### src/rtl/reg_share_arbiter.sv
// ============================================================================
// Module   : reg_share_arbiter
// Purpose  : Round-robin arbiter that lets 4 requesters write one shared
//            register through an IDLE -> GRANT -> ACK handshake.
// Options  : REG_ARB_PARITY_EN adds the registered even-parity output dataPar.
// Revision : 1.0 - initial release
// ============================================================================
`default_nettype none

module reg_share_arbiter #(
  parameter int NBITS = 8
) (
  input  logic               clk,
  input  logic               rst,
  input  logic [3:0]         req,
  input  logic [4*NBITS-1:0] dataIn,
  output logic [3:0]         grant,
  output logic [3:0]         ack,
  output logic [NBITS-1:0]   dataReg,
  output logic [1:0]         owner,
  output logic               busy
`ifdef REG_ARB_PARITY_EN
  ,
  output logic               dataPar
`endif
);

  typedef enum logic [1:0] {
    S_IDLE  = 2'd0,
    S_GRANT = 2'd1,
    S_ACK   = 2'd2
  } state_t;

  state_t           r_state;
  logic [1:0]       r_win;
  logic [1:0]       r_ptr;
  logic [1:0]       r_owner;
  logic [3:0]       r_grant;
  logic [3:0]       r_ack;
  logic [NBITS-1:0] r_data;
  logic [NBITS-1:0] w_lane [4];
  logic [1:0]       w_pick;

  for (genvar gi = 0; gi < 4; gi++) begin : g_lane
    assign w_lane[gi] = dataIn[gi*NBITS +: NBITS];
  end

  // Walk downward so the request closest to the pointer is the last to win.
  function automatic logic [1:0] rr_pick(input logic [3:0] r, input logic [1:0] p);
    logic [1:0] idx;
    logic [1:0] pick;
    pick = p;
    for (int k = 3; k >= 0; k--) begin
      idx = p + 2'(k);
      if (r[idx]) pick = idx;
    end
    return pick;
  endfunction

  assign w_pick = rr_pick(req, r_ptr);

  always_ff @(posedge clk) begin
    if (rst) begin
      r_state <= S_IDLE;
      r_win   <= 2'd0;
      r_ptr   <= 2'd0;
      r_owner <= 2'd0;
      r_grant <= 4'd0;
      r_ack   <= 4'd0;
      r_data  <= '0;
    end else begin
      r_ack <= 4'd0;
      case (r_state)
        S_IDLE: begin
          if (|req) begin
            r_win   <= w_pick;
            r_grant <= 4'b0001 << w_pick;
            r_state <= S_GRANT;
          end
        end
        S_GRANT: begin
          r_grant <= 4'd0;
          // A withdrawn request aborts with no side effects at all.
          if (req[r_win]) begin
            r_data  <= w_lane[r_win];
            r_ack   <= 4'b0001 << r_win;
            r_owner <= r_win;
            r_ptr   <= r_win + 2'd1;
            r_state <= S_ACK;
          end else begin
            r_state <= S_IDLE;
          end
        end
        S_ACK: begin
          r_state <= S_IDLE;
        end
        default: begin
          r_grant <= 4'd0;
          r_state <= S_IDLE;
        end
      endcase
    end
  end

`ifdef REG_ARB_PARITY_EN
  logic r_par;

  always_ff @(posedge clk) begin
    if (rst) begin
      r_par <= 1'b0;
    end else if (r_state == S_GRANT && req[r_win]) begin
      r_par <= ^w_lane[r_win];
    end
  end

  assign dataPar = r_par;
`endif

  assign grant   = r_grant;
  assign ack     = r_ack;
  assign dataReg = r_data;
  assign owner   = r_owner;
  assign busy    = (r_state != S_IDLE);

endmodule

`default_nettype wire

### config.mk
export PLATFORM = sky130hd
export DESIGN_NAME = reg_share_arbiter
export DESIGN_NICKNAME = d
export VERILOG_FILES = /design/src/rtl/reg_share_arbiter.sv
export SDC_FILE = /design/constraint.sdc
export NUM_CORES = 1
export LEC_CHECK = 0
export ABC_AREA = 1
export CAP_MARGIN = 20
export CORE_MARGIN = 8
export CORE_UTILIZATION = 28
export CTS_CLUSTER_SIZE = 16
export DETAILED_ROUTE_END_ITERATION = 8
export PLACE_DENSITY = 0.63
export SYNTH_ARGS = -nofsm -noshare
export SYNTH_HDL_FRONTEND = slang
export SYNTH_SLANG_ARGS = --single-unit
### constraint.sdc
create_clock -name clk -period 1.6 [get_ports clk]
set_clock_uncertainty 0.1 [all_clocks]
set_input_delay 0.16 -clock clk [delete_from_list [all_inputs] [get_ports clk]]
set_output_delay 0.16 -clock clk [all_outputs]
set_load 0.05 [all_outputs]
# Yosys cells after proc, flatten, opt, wreduce, memory -nomap -nowiden

Index checks and enable logic that the tools add are counted.

Add/subtract/negate cells: 4
Order comparisons: 6
Equality and inequality tests: 3
Shift operators: 2
Multiplexer cells: 22
Bitwise logic cells: 4
Reduce and logical (&&, ||, !) cells: 7

Operators with widths:

| cell                | count |
|---|---|
| $bmux 8 s2          | 1 |
| $mux 8              | 2 |
| $lt 2x3->1 const B  | 5 |
| $mux 2              | 6 |
| $bmux 1 s2          | 5 |
| $pmux 4 s2          | 1 |
| $shl 1x2->4 const A | 2 |
| $reduce_and 2->1    | 3 |
| $mux 1              | 5 |
| $add 2x1->2 const B | 2 |
| $add 2x2->2 const B | 2 |
| $mux 4              | 1 |
| $pmux 2 s2          | 1 |
| $reduce_or 4->1     | 1 |
| $ge 3x3->1 const B  | 1 |
| $not 1->1           | 3 |
| $not 2->3           | 1 |
| $reduce_or 3->1     | 1 |
| $eq 2x1->1 const B  | 1 |
| $eq 2x2->1 const B  | 1 |
| $logic_not 2->1     | 1 |
| $ne 2x2->1 const B  | 1 |
| $reduce_bool 2->1   | 1 |

Flip-flop bits (word level): 24
Input bits: 38
Output and inout bits: 19
Word-level logic and storage cells: 55

# Depth between registers and ports, before layout

Depth after elaboration: 10
Mapped depth: 13
Mapped depth without buffers: 12

# Least setup slack after synthesis

Ideal clock, no wire load.

Kind: register -> register
Start: register r_win[1]
End: register r_owner[0], in the netlist owner[0]
Arrival: 1161 ps
Required time: 1376 ps
Slack: 215 ps
Stages on the path, launching flop included: 9
Buffers on the path: 2
Path through: dfxtp_1 -> buf_6 -> inv_4 -> nand2_2 -> o221ai_2 -> nand3_1 -> buf_2 -> nand3_1 -> o21ai_0

Word-level cells in the longest chain between the ends: 3

Ends and longest elaborated chain:

| item                         | RTL line | source |
|---|---|---|
| start: declaration           | 35       | `logic [1:0] r_win;` |
| start signal: assignment     | 76       | `r_win <= w_pick;` |
| $bmux 1 s2                   | 84       | `if (req[r_win]) begin` |
| $mux 1 (not written as such) | 84       |  |
| $reduce_and 2->1 (no line)   | n/a      |  |
| end signal: assignment       | 87       | `r_owner <= r_win;` |
| end: declaration             | 37       | `logic [1:0] r_owner;` |

Every way passes these cells. The select of a mux whose other input is x is not followed.
A chain may end at the register's enable or synchronous reset.

# Final worst setup path

Start: register r_win[0]
End: register r_ptr[1]

Word-level cells in the longest chain between the ends: 3

Ends and longest elaborated chain:

| item                         | RTL line | source |
|---|---|---|
| $bmux 1 s2                   | 84       |  |
| $mux 1 (not written as such) | 84       |  |
| $reduce_and 2->1 (no line)   | n/a      |  |
| end signal: assignment       | 88       | `r_ptr <= r_win + 2'd1;` |
| end: declaration             | 36       | `logic [1:0] r_ptr;` |

Several ways; a longest one is shown, not always the timed one. The select of a mux whose other input is x is not followed.

==> flow_metrics.tcl <==
set metrics [dict create \
    grt_pass1_vias 1426 \
    status "complete, no violations" \
    syn_nets 241 \
    antenna_cells 0 \
    yosysUniqueCellTypes 25 \
    nets 310 \
    r2r.worst_path.cells 7 \
    critPathTopFamily "compound AO/OA/AOI/OAI gates" \
    grt_use_met2 0.176 \
    crit_path_top_delay_cell "dfxtp_1" \
    fin_crit_ps 1520 \
    final-hold-violation-count 0 \
    crit_start "r_win[0]$_SDFFE_PP0P_" \
    slowest_delay_ps 470 \
    synth_top_family_by_area "simple AND/OR/NAND/NOR gates" \
    area_growth_pct 62.4 \
    setup_tns_ps 0 \
    cts_buffers 3 \
    crit_buf_inv 1 \
    startpoint_type "flop" \
    cts_root_buf "clkbuf_8" \
    portBuffers 56 \
    dp.cells 331 \
    crit_arrival_ps 1620 \
    route.detailed.drc 0 \
    die-area_um2 7400 \
    synthMuxAreaShare 0 \
    crit_chain "a21oi_1 -> o21ai_1 -> o221ai_2 -> nand3_1 -> buf_4 -> nand2_1 -> o21ai_0" \
    postPlaceCellArea_um2 2040 \
    slew_headroom 0.822 \
    drv_cap 0 \
    vias 1558 \
    wire_per_inst_um 13.0 \
    htree_levels 1 \
    ant_nets 0 \
    ys_seq_area_frac 0.350 \
    clock_path_buffers 2 \
    power.density_nw_per_um2 967 \
    num-fill-cells 463 \
    dr.pass1.iters 4 \
    worstHoldPathType "flop to flop" \
    cts_sinks 24 \
    setup_violations 0 \
    ys_ff_latch 24 \
    synth-simple-area-share 0.388 \
    crit_cells 7 \
    die_h_um 86.0 \
    max-vdd-ir-drop_v 0.000516 \
    first_iter_violations 93 \
    r2r_start "r_win[0]$_SDFFE_PP0P_" \
    multi_input_area_um2 831 \
    report.final.slew_viol_count 0 \
    holdPathStages 2 \
    power_mw 2.16 \
    finalInstanceArea_um2 2230 \
    met3_usage 0.0363 \
    cts_tree "built" \
    ctsHoldBuffers 0 \
    synthXorXnorAreaFrac 0 \
    routed_wl_um 4410 \
    grt.total_usage 0.114 \
    required_ps 1700 \
    drive_gt1_frac 0.317 \
    dpl.hpwl_um 3380 \
    num_rows 25 \
    avgViaCountPerCell 4.61 \
    endpoint_kind "flop" \
    coreArea_um2 4720 \
    worst_pin_slew_ps 267 \
    worstSkewPairLatency_ps 270 \
    start_util 0.291 \
    postSynthCellCount 203 \
    fmax_mhz 656 \
    period_share 0.953 \
    antenna_found_initial 0 \
    synth_compound_area_frac 0.150 \
    p_leak_nw 1.04 \
    die_w_um 86.0 \
    min_from "grant[2]$_SDFFE_PP0P_" \
    yosys_warnings 0 \
    grt_pass1_wl_um 6840 \
    syn_area_um2 1370 \
    grt_remaining_overflow 0 \
    gr-max-usage-layer "met2" \
    finalNonFillerCells 338 \
    final_cell_mix "43 x nand2_1, 35 x clkdlybuf4s50_1, 35 x buf_4" \
    mostFrequentLayoutCell "nand2_1" \
    syn_area_per_cell_um2 6.76 \
    worstPathMaxFanout 11 \
    postLayoutCoreUtil 0.472 \
    critPathKind "flop to flop" \
    grt_max_degree 20 \
    synth_fa_ha_area_frac 0 \
    gp_congestion 0.783 \
    grt_util_met1 0.146 \
    path_clk_slew_ps 90 \
    seqCellArea_um2 485 \
    io_pins 57 \
]
## final cells by class
type | instances | share of cell area
tap | 67 | 0.0376
inverter | 21 | 0.0432
multi-input combinational | 148 | 0.373
clock buffer | 4 | 0.0247
timing repair buffer | 74 | 0.304
sequential | 24 | 0.218
## cell families after synthesis
group	count (synthesis)
simple gates	114
compound gates	34
buf+inv	31
flops	24
## state kept, by name, indices dropped and copies added (netlist names)
| name | count |
|---|---|
| r_win | 2 |
| r_ptr | 2 |
| grant | 4 |
| dataReg | 8 |
| owner | 2 |
| ack | 4 |
| r_state | 2 |
## worst paths after layout
check / end / slack, ps
max: r_ptr[1]$_SDFFE_PP0N_ / 80
min: grant[2]$_SDFFE_PP0P_ / 370
max reg2reg: r_ptr[1]$_SDFFE_PP0N_ / 80
min reg2reg: grant[2]$_SDFFE_PP0P_ / 370
## synth_stat cells
cell,instances,area (um^2)
inv_1,16,60.1
o21ai_1,3,15.0
a21oi_1,8,40.0
nor2_2,3,18.8
a21boi_2,1,11.3
nand2_1,55,206
buf_6,3,33.8
o22ai_1,2,12.5
buf_2,3,15.0
dfxtp_1,24,480
nand2_4,1,11.3
o211ai_1,7,52.6
nand4_1,3,18.8
clkbuf_1,3,11.3
nand2_2,11,68.8
nand4_4,1,21.3
buf_1,1,3.75
o21ai_0,12,60.1
o221ai_2,1,15.0
inv_4,1,6.26
nand3_2,1,10.0
nor2_1,14,52.6
nand3_1,25,125
inv_2,3,11.3
inv_8,1,11.3
## worst register-to-register path, delay by kind of cell, from the launching register on
| kind | cells | cell delay (ps) |
|---|---|---|
| simple gates | 2 | 180 |
| flops | 1 | 470 |
| compound gates | 4 | 540 |
| buf+inv | 1 | 170 |
## what timing repair did
action	4_1_cts	5_1_grt
setup buffers	0	3
gates resized for setup	0	34
endpoints found under the setup margin	0	6
## per-stage QoR
step                      hold WS, ps  worst slack (ps)
after floorplan                   281               215
after global placement            355             -76.5
after detailed placement          358              -118
after CTS                         376              70.8
after global routing              391             -6.98
final                             367              75.8
## power breakdown
group / switching (mW) / internal, mW / total (mW)
clock: 0.197 / 0.220 / 0.417
sequential: 0.0483 / 0.659 / 0.707
combinational: 0.621 / 0.410 / 1.03
## per-layer routing
| layer | part of all wire | vias up |
|---|---|---|
| met3 | 0.087 | 5 |
| met4 | 0.0091 | 0 |
| met2 | 0.44 | 55 |
| met5 | 0 | - |
| li1 | - | 801 |
| met1 | 0.46 | 697 |
(Power assumes the default switching activity.)
==> RTL edit, RTL diff (config.mk and constraints unchanged) <==
`NBITS`: 8 -> 12.
--- a/src/rtl/reg_share_arbiter.sv
+++ b/src/rtl/reg_share_arbiter.sv
@@ -9,5 +9,5 @@
 
 module reg_share_arbiter #(
-  parameter int NBITS = 8
+  parameter int NBITS = 12
 ) (
   input  logic               clk,
Interface: changed (resized dataIn and dataReg); port bits go from 57 to 77. No check against the original RTL was run, so the function may have changed too.
==> RTL edit against the unedited design <==
Sequential power rose by 20%. Setup slack improved by 18 ps. Sequential cell count rose by 4. Synthesized area rose by 12%. Fmax rose by 1.2%. Routed wire length rose by 21%. Cell area rose by 17%. Total power rose by 24%. Largest power group unchanged. Highest routed layer unchanged.
==> RTL edit: results (changes against the unedited design) <==
result of the run finished clean; Tightest Pin Transition 432 ps (+165 ps); first-pass GRT wire length 8750 um (+28%); Register-to-Register Setup Slack 90 ps (+20 ps); per-instance average area after synthesis 6.33 um^2 (-6.3%); total global-route track usage 12.8% (+1.4 points); comb pwr 1260 uW (+22%); clock buf count 3 (-1); pin count of the biggest net entering global routing 23 (+15%); non-clock buffer share of cell area 34.1% (+3.6 points); Signal buffers 96 (+30%); layout inverter count without the clock tree 20 (-4.8%); via count of the routed design 1873 (+20%); average vias per placed instance 4.66 (+1.1%); start point of the critical path r_ptr[0]; Flop pwr share 31.8% (-1.0 points); power dissipated by switching net loads 1050 uW (+21%); Internal Power 1620 uW (+26%); fill count 568 (+23%); path class of the lowest-slack min-delay path input pin to register; HPWL after DPL 4200 um (+24%); largest vdd supply drop 0.411 mV (-20%); net count after synthesis 297 (+23%); area used by sequential logic in the layout 568 um^2 (+17%); final hold slack 323 ps (-43.5 ps)
==> RTL edit: cell count changes after synthesis, moves of 4 or more <==
cell,delta
sky130_fd_sc_hd__dfxtp_1,+4
sky130_fd_sc_hd__o22ai_1,+10
sky130_fd_sc_hd__o211ai_1,-7
sky130_fd_sc_hd__nor2_1,+20
sky130_fd_sc_hd__nand2_1,+4
sky130_fd_sc_hd__o21ai_0,+18
sky130_fd_sc_hd__nand2_2,-6
==> RTL edit: through the flow <==
step | worst slack [ps] | area, um^2
floorplan | 184 | 1540
global placement | -138 | 2440
detailed placement | -173 | 2440
CTS | 66.9 | 2510
global route | -35.4 | 2600
finish | 93.6 | 2600
==> RTL edit: metal layers <==
layer / vias up / share of wire, % / track usage [%]
li1: 969 / - / -
met1: 843 / 41 / 13.3
met2: 56 / 49 / 22.9
met3: 5 / 9.0 / 5.40
met4: 0 / 1.1 / 3.74
met5: - / 0 / 0
==> RTL edit: worst paths after layout <==
| kind | to | cells past startpoint |
|---|---|---|
| max | grant[2] | 12 |
| min | grant[1] | 6 |
| max reg2reg | grant[2] | 12 |
| min reg2reg | grant[1] | 2 |
==> RTL edit: worst max-delay path, stage by stage (launching register included) <==
cell,delay (ps)
sky130_fd_sc_hd__dfxtp_4,360
sky130_fd_sc_hd__buf_12,140
sky130_fd_sc_hd__nand2_2,80
sky130_fd_sc_hd__nand3_2,100
sky130_fd_sc_hd__nand2_2,80
sky130_fd_sc_hd__inv_1,40
sky130_fd_sc_hd__nand2_1,60
sky130_fd_sc_hd__nand2_2,70
sky130_fd_sc_hd__nand2_2,70
sky130_fd_sc_hd__nand2_1,60
sky130_fd_sc_hd__nand2_2,80
sky130_fd_sc_hd__nand3_2,80
sky130_fd_sc_hd__a21oi_2,140
